[src/rtl/qsys_gpo_bank.sv]
// qsys_gpo_bank
// Multi-channel general-purpose output bank on an Avalon-MM slave.
// Each of CHANNELS output words has DATA with SET/CLR/TOG write aliases,
// per-lane byte enables, a registered read path and, when the macro
// QSYS_GPO_PULSE_EN is defined, a per-channel one-shot pulse generator
// that temporarily inverts selected output bits for PLEN cycles.
//
// Ports:
//   csi_MCLK_clk         system clock
//   rsi_MRST_reset       asynchronous active-high reset
//   avs_Gpo_address      {channel, reg[2:0]}
//   avs_Gpo_read         read strobe
//   avs_Gpo_write        write strobe
//   avs_Gpo_byteenable   write byte lanes
//   avs_Gpo_writedata    write data
//   avs_Gpo_readdata     registered read data
//   avs_Gpo_waitrequest  stall
//   coe_GPO              outputs, channel c at [c*WIDTH +: WIDTH]
//
// Register map per channel:
//   0 DATA (RW), 1 SET, 2 CLR, 3 TOG (W, read back DATA),
//   4 PULSE (W, reads DATA), 5 PLEN (RW, 16 bit) -- 4/5 only with
//   QSYS_GPO_PULSE_EN; otherwise they behave like the unmapped regs 6/7.

module qsys_gpo_bank #(
    parameter int          CHANNELS   = 4,
    parameter int          WIDTH      = 32,
    parameter logic [31:0] RESET_VAL  = 32'h5A5A5A5A,
    parameter logic [15:0] PLEN_RESET = 16'd100
) (
    input  logic                          csi_MCLK_clk,
    input  logic                          rsi_MRST_reset,
    input  logic [$clog2(CHANNELS)+2:0]   avs_Gpo_address,
    input  logic                          avs_Gpo_read,
    input  logic                          avs_Gpo_write,
    input  logic [3:0]                    avs_Gpo_byteenable,
    input  logic [31:0]                   avs_Gpo_writedata,
    output logic [31:0]                   avs_Gpo_readdata,
    output logic                          avs_Gpo_waitrequest,
    output logic [CHANNELS*WIDTH-1:0]     coe_GPO
);

    localparam logic [2:0] REG_DATA  = 3'd0;
    localparam logic [2:0] REG_SET   = 3'd1;
    localparam logic [2:0] REG_CLR   = 3'd2;
    localparam logic [2:0] REG_TOG   = 3'd3;
`ifdef QSYS_GPO_PULSE_EN
    localparam logic [2:0] REG_PULSE = 3'd4;
    localparam logic [2:0] REG_PLEN  = 3'd5;
`endif

    typedef enum logic {
        IDLE,
        RD_WAIT
    } rdState_t;

    rdState_t          state;
    rdState_t          nextState;
    logic              readStart;
    logic              rstWait;
    logic              wrAccept;
    logic [4:0]        chanSel;
    logic [2:0]        regSel;
    logic [31:0]       laneMask32;
    logic [WIDTH-1:0]  laneMask;
    logic [WIDTH-1:0]  wdMasked;
    logic [31:0]       readValue;
    logic [WIDTH-1:0]  dataReg [CHANNELS];

`ifdef QSYS_GPO_PULSE_EN
    logic [15:0]       plenReg  [CHANNELS];
    logic [15:0]       pcntReg  [CHANNELS];
    logic [WIDTH-1:0]  pmaskReg [CHANNELS];
`endif

    // Channel numbers that do not exist simply never match any channel
    // in the per-channel loops below, so they are ignored on write and
    // read back as zero without a separate range check.
    assign chanSel    = 5'(avs_Gpo_address >> 3);
    assign regSel     = avs_Gpo_address[2:0];
    assign laneMask32 = {{8{avs_Gpo_byteenable[3]}}, {8{avs_Gpo_byteenable[2]}},
                         {8{avs_Gpo_byteenable[1]}}, {8{avs_Gpo_byteenable[0]}}};
    assign laneMask   = laneMask32[WIDTH-1:0];
    assign wdMasked   = avs_Gpo_writedata[WIDTH-1:0] & laneMask;

    // Writes are taken only once the slave has left its reset stall, so a
    // master that saw waitrequest high never gets a write applied twice.
    assign wrAccept   = avs_Gpo_write && !rstWait;

    // Holds waitrequest high through reset and releases it on the first
    // clock edge after reset deasserts.
    always_ff @(posedge csi_MCLK_clk or posedge rsi_MRST_reset) begin
        if (rsi_MRST_reset) begin
            rstWait <= 1'b1;
        end else begin
            rstWait <= 1'b0;
        end
    end

    // Read handshake state register.
    always_ff @(posedge csi_MCLK_clk or posedge rsi_MRST_reset) begin
        if (rsi_MRST_reset) begin
            state <= IDLE;
        end else begin
            state <= nextState;
        end
    end

    // A read stalls for one cycle while the data is captured, then completes
    // in RD_WAIT. A simultaneous write takes priority and the read is dropped.
    always_comb begin
        nextState           = state;
        readStart           = 1'b0;
        avs_Gpo_waitrequest = rstWait;
        case (state)
            IDLE: begin
                if (avs_Gpo_read && !avs_Gpo_write && !rstWait) begin
                    nextState           = RD_WAIT;
                    readStart           = 1'b1;
                    avs_Gpo_waitrequest = 1'b1;
                end
            end
            RD_WAIT: begin
                nextState = IDLE;
            end
        endcase
    end

    // Read mux: selects the addressed register, zero for anything unmapped.
    always_comb begin
        readValue = '0;
        for (int c = 0; c < CHANNELS; c++) begin
            if (chanSel == 5'(c)) begin
                case (regSel)
                    REG_DATA, REG_SET, REG_CLR, REG_TOG: readValue = 32'(dataReg[c]);
`ifdef QSYS_GPO_PULSE_EN
                    REG_PULSE: readValue = 32'(dataReg[c]);
                    REG_PLEN:  readValue = {16'h0000, plenReg[c]};
`endif
                    default: readValue = '0;
                endcase
            end
        end
    end

    // Read data is captured on the edge that ends the stall cycle and held
    // until the next read.
    always_ff @(posedge csi_MCLK_clk or posedge rsi_MRST_reset) begin
        if (rsi_MRST_reset) begin
            avs_Gpo_readdata <= '0;
        end else if (readStart) begin
            avs_Gpo_readdata <= readValue;
        end
    end

    // DATA update: plain write merges by byte lane, the aliases apply the
    // lane-masked write data as an OR, AND-NOT or XOR mask.
    always_ff @(posedge csi_MCLK_clk or posedge rsi_MRST_reset) begin
        if (rsi_MRST_reset) begin
            for (int c = 0; c < CHANNELS; c++) begin
                dataReg[c] <= RESET_VAL[WIDTH-1:0];
            end
        end else if (wrAccept) begin
            for (int c = 0; c < CHANNELS; c++) begin
                if (chanSel == 5'(c)) begin
                    case (regSel)
                        REG_DATA: dataReg[c] <= (dataReg[c] & ~laneMask) | wdMasked;
                        REG_SET:  dataReg[c] <= dataReg[c] | wdMasked;
                        REG_CLR:  dataReg[c] <= dataReg[c] & ~wdMasked;
                        REG_TOG:  dataReg[c] <= dataReg[c] ^ wdMasked;
                        default:  dataReg[c] <= dataReg[c];
                    endcase
                end
            end
        end
    end

`ifdef QSYS_GPO_PULSE_EN
    // Pulse generator: a PULSE write ORs its mask into PMASK and (re)loads the
    // counter with PLEN; the mask drops on the edge where the counter goes
    // from 1 to 0, so the inversion lasts exactly PLEN cycles. A retrigger
    // takes priority over that final countdown step. PLEN changes only take
    // effect at the next PULSE because the counter copies PLEN at load time.
    always_ff @(posedge csi_MCLK_clk or posedge rsi_MRST_reset) begin
        if (rsi_MRST_reset) begin
            for (int c = 0; c < CHANNELS; c++) begin
                plenReg[c]  <= PLEN_RESET;
                pcntReg[c]  <= '0;
                pmaskReg[c] <= '0;
            end
        end else begin
            for (int c = 0; c < CHANNELS; c++) begin
                if (wrAccept && chanSel == 5'(c) && regSel == REG_PULSE && plenReg[c] != 16'd0) begin
                    pmaskReg[c] <= pmaskReg[c] | wdMasked;
                    pcntReg[c]  <= plenReg[c];
                end else if (pcntReg[c] != 16'd0) begin
                    pcntReg[c] <= pcntReg[c] - 16'd1;
                    if (pcntReg[c] == 16'd1) begin
                        pmaskReg[c] <= '0;
                    end
                end
                if (wrAccept && chanSel == 5'(c) && regSel == REG_PLEN) begin
                    if (avs_Gpo_byteenable[0]) begin
                        plenReg[c][7:0] <= avs_Gpo_writedata[7:0];
                    end
                    if (avs_Gpo_byteenable[1]) begin
                        plenReg[c][15:8] <= avs_Gpo_writedata[15:8];
                    end
                end
            end
        end
    end
`endif

    // Outputs are driven purely from registered state.
    always_comb begin
        coe_GPO = '0;
        for (int c = 0; c < CHANNELS; c++) begin
`ifdef QSYS_GPO_PULSE_EN
            coe_GPO[c*WIDTH +: WIDTH] = dataReg[c] ^ pmaskReg[c];
`else
            coe_GPO[c*WIDTH +: WIDTH] = dataReg[c];
`endif
        end
    end

endmodule

[config.mk]
export PLATFORM = sky130hd
export DESIGN_NAME = qsys_gpo_bank
export DESIGN_NICKNAME = d
export VERILOG_FILES = /design/src/rtl/qsys_gpo_bank.sv
export SDC_FILE = /design/constraint.sdc
export NUM_CORES = 1
export LEC_CHECK = 0
export CORE_AREA = 2 2 151 153
export CTS_BUF_LIST = sky130_fd_sc_hd__clkbuf_2 sky130_fd_sc_hd__clkbuf_4 sky130_fd_sc_hd__clkbuf_8
export DETAILED_ROUTE_END_ITERATION = 12
export DIE_AREA = 0 0 153 155
export GPL_ROUTABILITY_DRIVEN = 0
export PLACE_DENSITY = 0.75
export SLEW_MARGIN = 10
export SYNTH_ARGS = -nofsm -noshare
export SYNTH_HDL_FRONTEND = slang
export SYNTH_SLANG_ARGS = --single-unit
[constraint.sdc]
create_clock -name csi_MCLK_clk -period 7.2 [get_ports csi_MCLK_clk]
set_input_delay 1.8 -clock csi_MCLK_clk [delete_from_list [all_inputs] [get_ports csi_MCLK_clk]]
set_output_delay 1.8 -clock csi_MCLK_clk [all_outputs]
set_load 0.005 [all_outputs]
==> run_results.csv <==
group,metric,value,unit
outcome,status,"complete, no violations",
sta,fin_tns_setup,0,ps
synth,synth.area.top_cells,"dfrtp_1, dfstp_2, ha_1, o2bb2ai_1, a21oi_1",
sta,finClkSkew,15.8,ps
final_layout,stdcell_area,13200,um2
synth,yosysWarnings,0,
critical_path,cp.required,5400,ps
floorplanning,row_count,55,
sta,finalHoldViolations,0,
sta,slew_violations,0,
placed_design,post_dp_cell_area,12800,um2
synth,netlist_area,10700,um2
power_and_ir_drop,clock_power_share,21.3,%
synth,synth.distinct_cells,35,
clocking,clock_sinks,162,
global_routing,grt_max_degree,103,
synth,synth.yosys.seq_area_share,38.8,%
placed_design,dpl.hpwl,20000,um
clocking,cts-root-buf,"clkbuf_8",
clocking,cts_buffers,17,
final_layout,layout_commonest_cell,"clkdlybuf4s50_1",
critical_path,worstPathMaxFanout,5,
detailed_routing,vias,9353,
synth,yosys.area.top_type,"dfrtp_1",
synth,synth_top_family_by_area,"compound AO/OA/AOI/OAI gates",
critical_path,crit_type,"in2out",
power_and_ir_drop,p_switching,1.08,mW
critical_path,end_kind,"output pin",
power_and_ir_drop,peakVddDrop,128,uV
power_and_ir_drop,power_frac_comb,35.6,%
synth,synth_simple_gate_area_share,9.81,%
detailed_routing,drt_first_pass_iters,5,
synth,synth.area.mux_share,7.04,%
min_path,hold-path-endpoint,"avs_Gpo_readdata[14]",
min_path,hp-start,"avs_Gpo_readdata[14]",
synth,yosys.area.top_type_share,22.8,%
synth,synth.avg_cell_area,9.84,um2
power_and_ir_drop,p_total,3.31,mW
floorplanning,io-pin-count,206,
final_layout,mostFrequentLayoutCells,"clkdlybuf4s50_1, a21oi_1, nor2_1, ha_1, o2bb2ai_1",
power_and_ir_drop,leakage,5.46,nW
global_routing,antenna_found_initial,3,
power_and_ir_drop,switching_share,32.7,%
min_path,whs_path_depth,1,
detailed_routing,route.detailed.drc,0,
clocking,htreeDepth,4,
clocking,hold_buffers,0,
global_routing,grt-ovfl-total,0,
synth,syn_nets,1257,
synth,yosys.area_share.xor_xnor,0,%
clocking,post_cts_buffers,0,
final_layout,drive_gt1_share,13.1,%
sta,max_freq,198,MHz
power_and_ir_drop,p_seq_share,43.1,%
sta,setup-violations-final,0,
clocking,cts_resized,0,
placed_design,port_buffers,205,
floorplanning,dieArea,23700,um2
placed_design,dp_worst_setup_slack,2150,ps
job,drv_cap,0,
floorplanning,start_util,48.0,%
synth,synth_adder_area_share,15.0,%
global_routing,track_usage,26.2,%
critical_path,cp-start-kind,"primary input",
sta,slew_headroom,25.5,%
detailed_routing,viasPerCell,6.07,
power_and_ir_drop,power_density,250,nW/um2
sta,rsz0062_at_grt,"no",
clocking,clk_latency,450,ps
global_routing,grt_pass1_wl,49800,um
floorplanning,die_h,155,um
synth,synth_seq_cells,162,
final_layout,areaGrowthSynthToFinish,24.2,%
clocking,cts_max_path_buffers,2,
sta,final.setup.worst_slack,2150,ps
sta,worst_slew_pin_slew,1110,ps
sta,fin_crit,5050,ps
floorplanning,core_area,22200,um2
critical_path,r2r_cells,5,
detailed_routing,wl_per_cell,20.3,um
detailed_routing,ant_nets,0,
final_layout,nets,1413,
critical_path,reg2reg_slack,4910,ps
synth,synth_compound_area_share,25.7,%
clocking,cts.clk_slew.worst_paths,100,ps
power_and_ir_drop,internal_power,2.23,mW
final_layout,fillers,1888,
critical_path,r2r_start,"state",
clocking,cts_tree,"done",
critical_path,reg2reg_to,"avs_Gpo_readdata[0]",
critical_path,crit_arrival,3250,ps
synth,syn_inst,1084,
detailed_routing,drt-initial-drc-count,785,
detailed_routing,wirelength,31200,um
global_routing,grt_pass1_vias,9011,
min_path,min_path_type,"reg2reg",
floorplanning,die_x,153,um
sta,period_share,70.1,%
-- metrics by stage --
step	hold slack (ps)	utilization (%)	instances
floorplan	489	-	1084
global placement	487	57.7	1506
detailed placement	490	57.7	1506
CTS	512	59.6	1538
global route	522	59.6	1541
finish	510	59.6	1541
-- registers in the layout, summed over array words and instances (netlist names) --
signal and flops:
avs_Gpo_readdata 32, coe_GPO 128, rstWait 1, state 1
-- worst max-delay path, cell delays in order --
cell             delay [ps]
clkdlybuf4s50_1         470
nor3b_1                 320
or2_2                   170
clkdlybuf4s50_1         490
-- synth_stat cells --
cell type / number
a21oi_1: 158
nor2_1: 136
ha_1: 128
o2bb2ai_1: 114
dfrtp_1: 97
o21ai_0: 88
nand2_1: 87
dfstp_2: 65
clkbuf_1: 45
a22o_1: 42
mux4_2: 32
buf_2: 28
o211ai_1: 10
nor2b_1: 7
inv_1: 6
buf_1: 5
nand2b_1: 5
a21o_2: 3
buf_6: 3
mux2i_1: 3
nand2_2: 3
nand2_4: 3
o22a_1: 3
nor3b_1: 2
a211oi_1: 1
a21o_1: 1
a31oi_1: 1
and3b_1: 1
conb_1: 1
nand3b_1: 1
nor2_2: 1
nor3_2: 1
nor3_4: 1
or2_2: 1
or3b_4: 1
-- cells by family (layout without fill, tap and decap cells) --
group                    after synthesis  in the layout
AO/OA/AOI/OAI                        421            421
AND/OR/NAND/NOR                      250            250
flip-flops                           162            162
adder cells (fa/ha/maj)              128            128
buffers and inverters                 87            256
multiplexers                          35             35
other                                  1              4
-- final cells by class --
type,count,area (um2),share of cell area (%)
timing repair buffer,218,2140,16.2
tap,285,357,2.69
multi-input combinational,835,6170,46.6
inverter,6,27.5,0.208
clock inverter,15,171,1.29
sequential,162,4140,31.2
clock buffer,17,234,1.77
antenna,3,7.51,0.0567
-- per-layer routing --
| layer | up-vias | track usage [%] | part of all wire [%] |
|---|---|---|---|
| li1 | 4366 | - | - |
| met1 | 4614 | 36.4 | 45 |
| met2 | 336 | 41.8 | 47 |
| met3 | 37 | 5.18 | 6.3 |
| met4 | 0 | 7.72 | 1.7 |
| met5 | - | 0 | 0 |
-- worst max path at each step --
| stage | start | slack, ps | depth (start not counted) | to |
|---|---|---|---|---|
| 3_3_place_gp | avs_Gpo_write | 2160 | 4 | avs_Gpo_waitrequest |
| 5_1_grt | avs_Gpo_write | 2090 | 4 | avs_Gpo_waitrequest |
| 3_5_place_dp | avs_Gpo_write | 2150 | 4 | avs_Gpo_waitrequest |
| 4_1_cts | avs_Gpo_write | 2140 | 4 | avs_Gpo_waitrequest |
| 2_1_floorplan | rsi_MRST_reset | 1130 | 1 | avs_Gpo_readdata[0] |
| 6_report | avs_Gpo_write | 2150 | 4 | avs_Gpo_waitrequest |
-- power by group through the flow --
| stage | sequential (mW) | combinational (mW) | clock, mW |
|---|---|---|---|
| after floorplan | 1.37 | 0.615 | 0 |
| final | 1.42 | 1.18 | 0.704 |
| after global placement | 1.43 | 1.13 | 0 |
| after CTS | 1.42 | 1.19 | 0.714 |
| after detailed placement | 1.43 | 1.18 | 0 |
| after global routing | 1.46 | 1.32 | 0.754 |
Power figures use the tool's default switching activity.
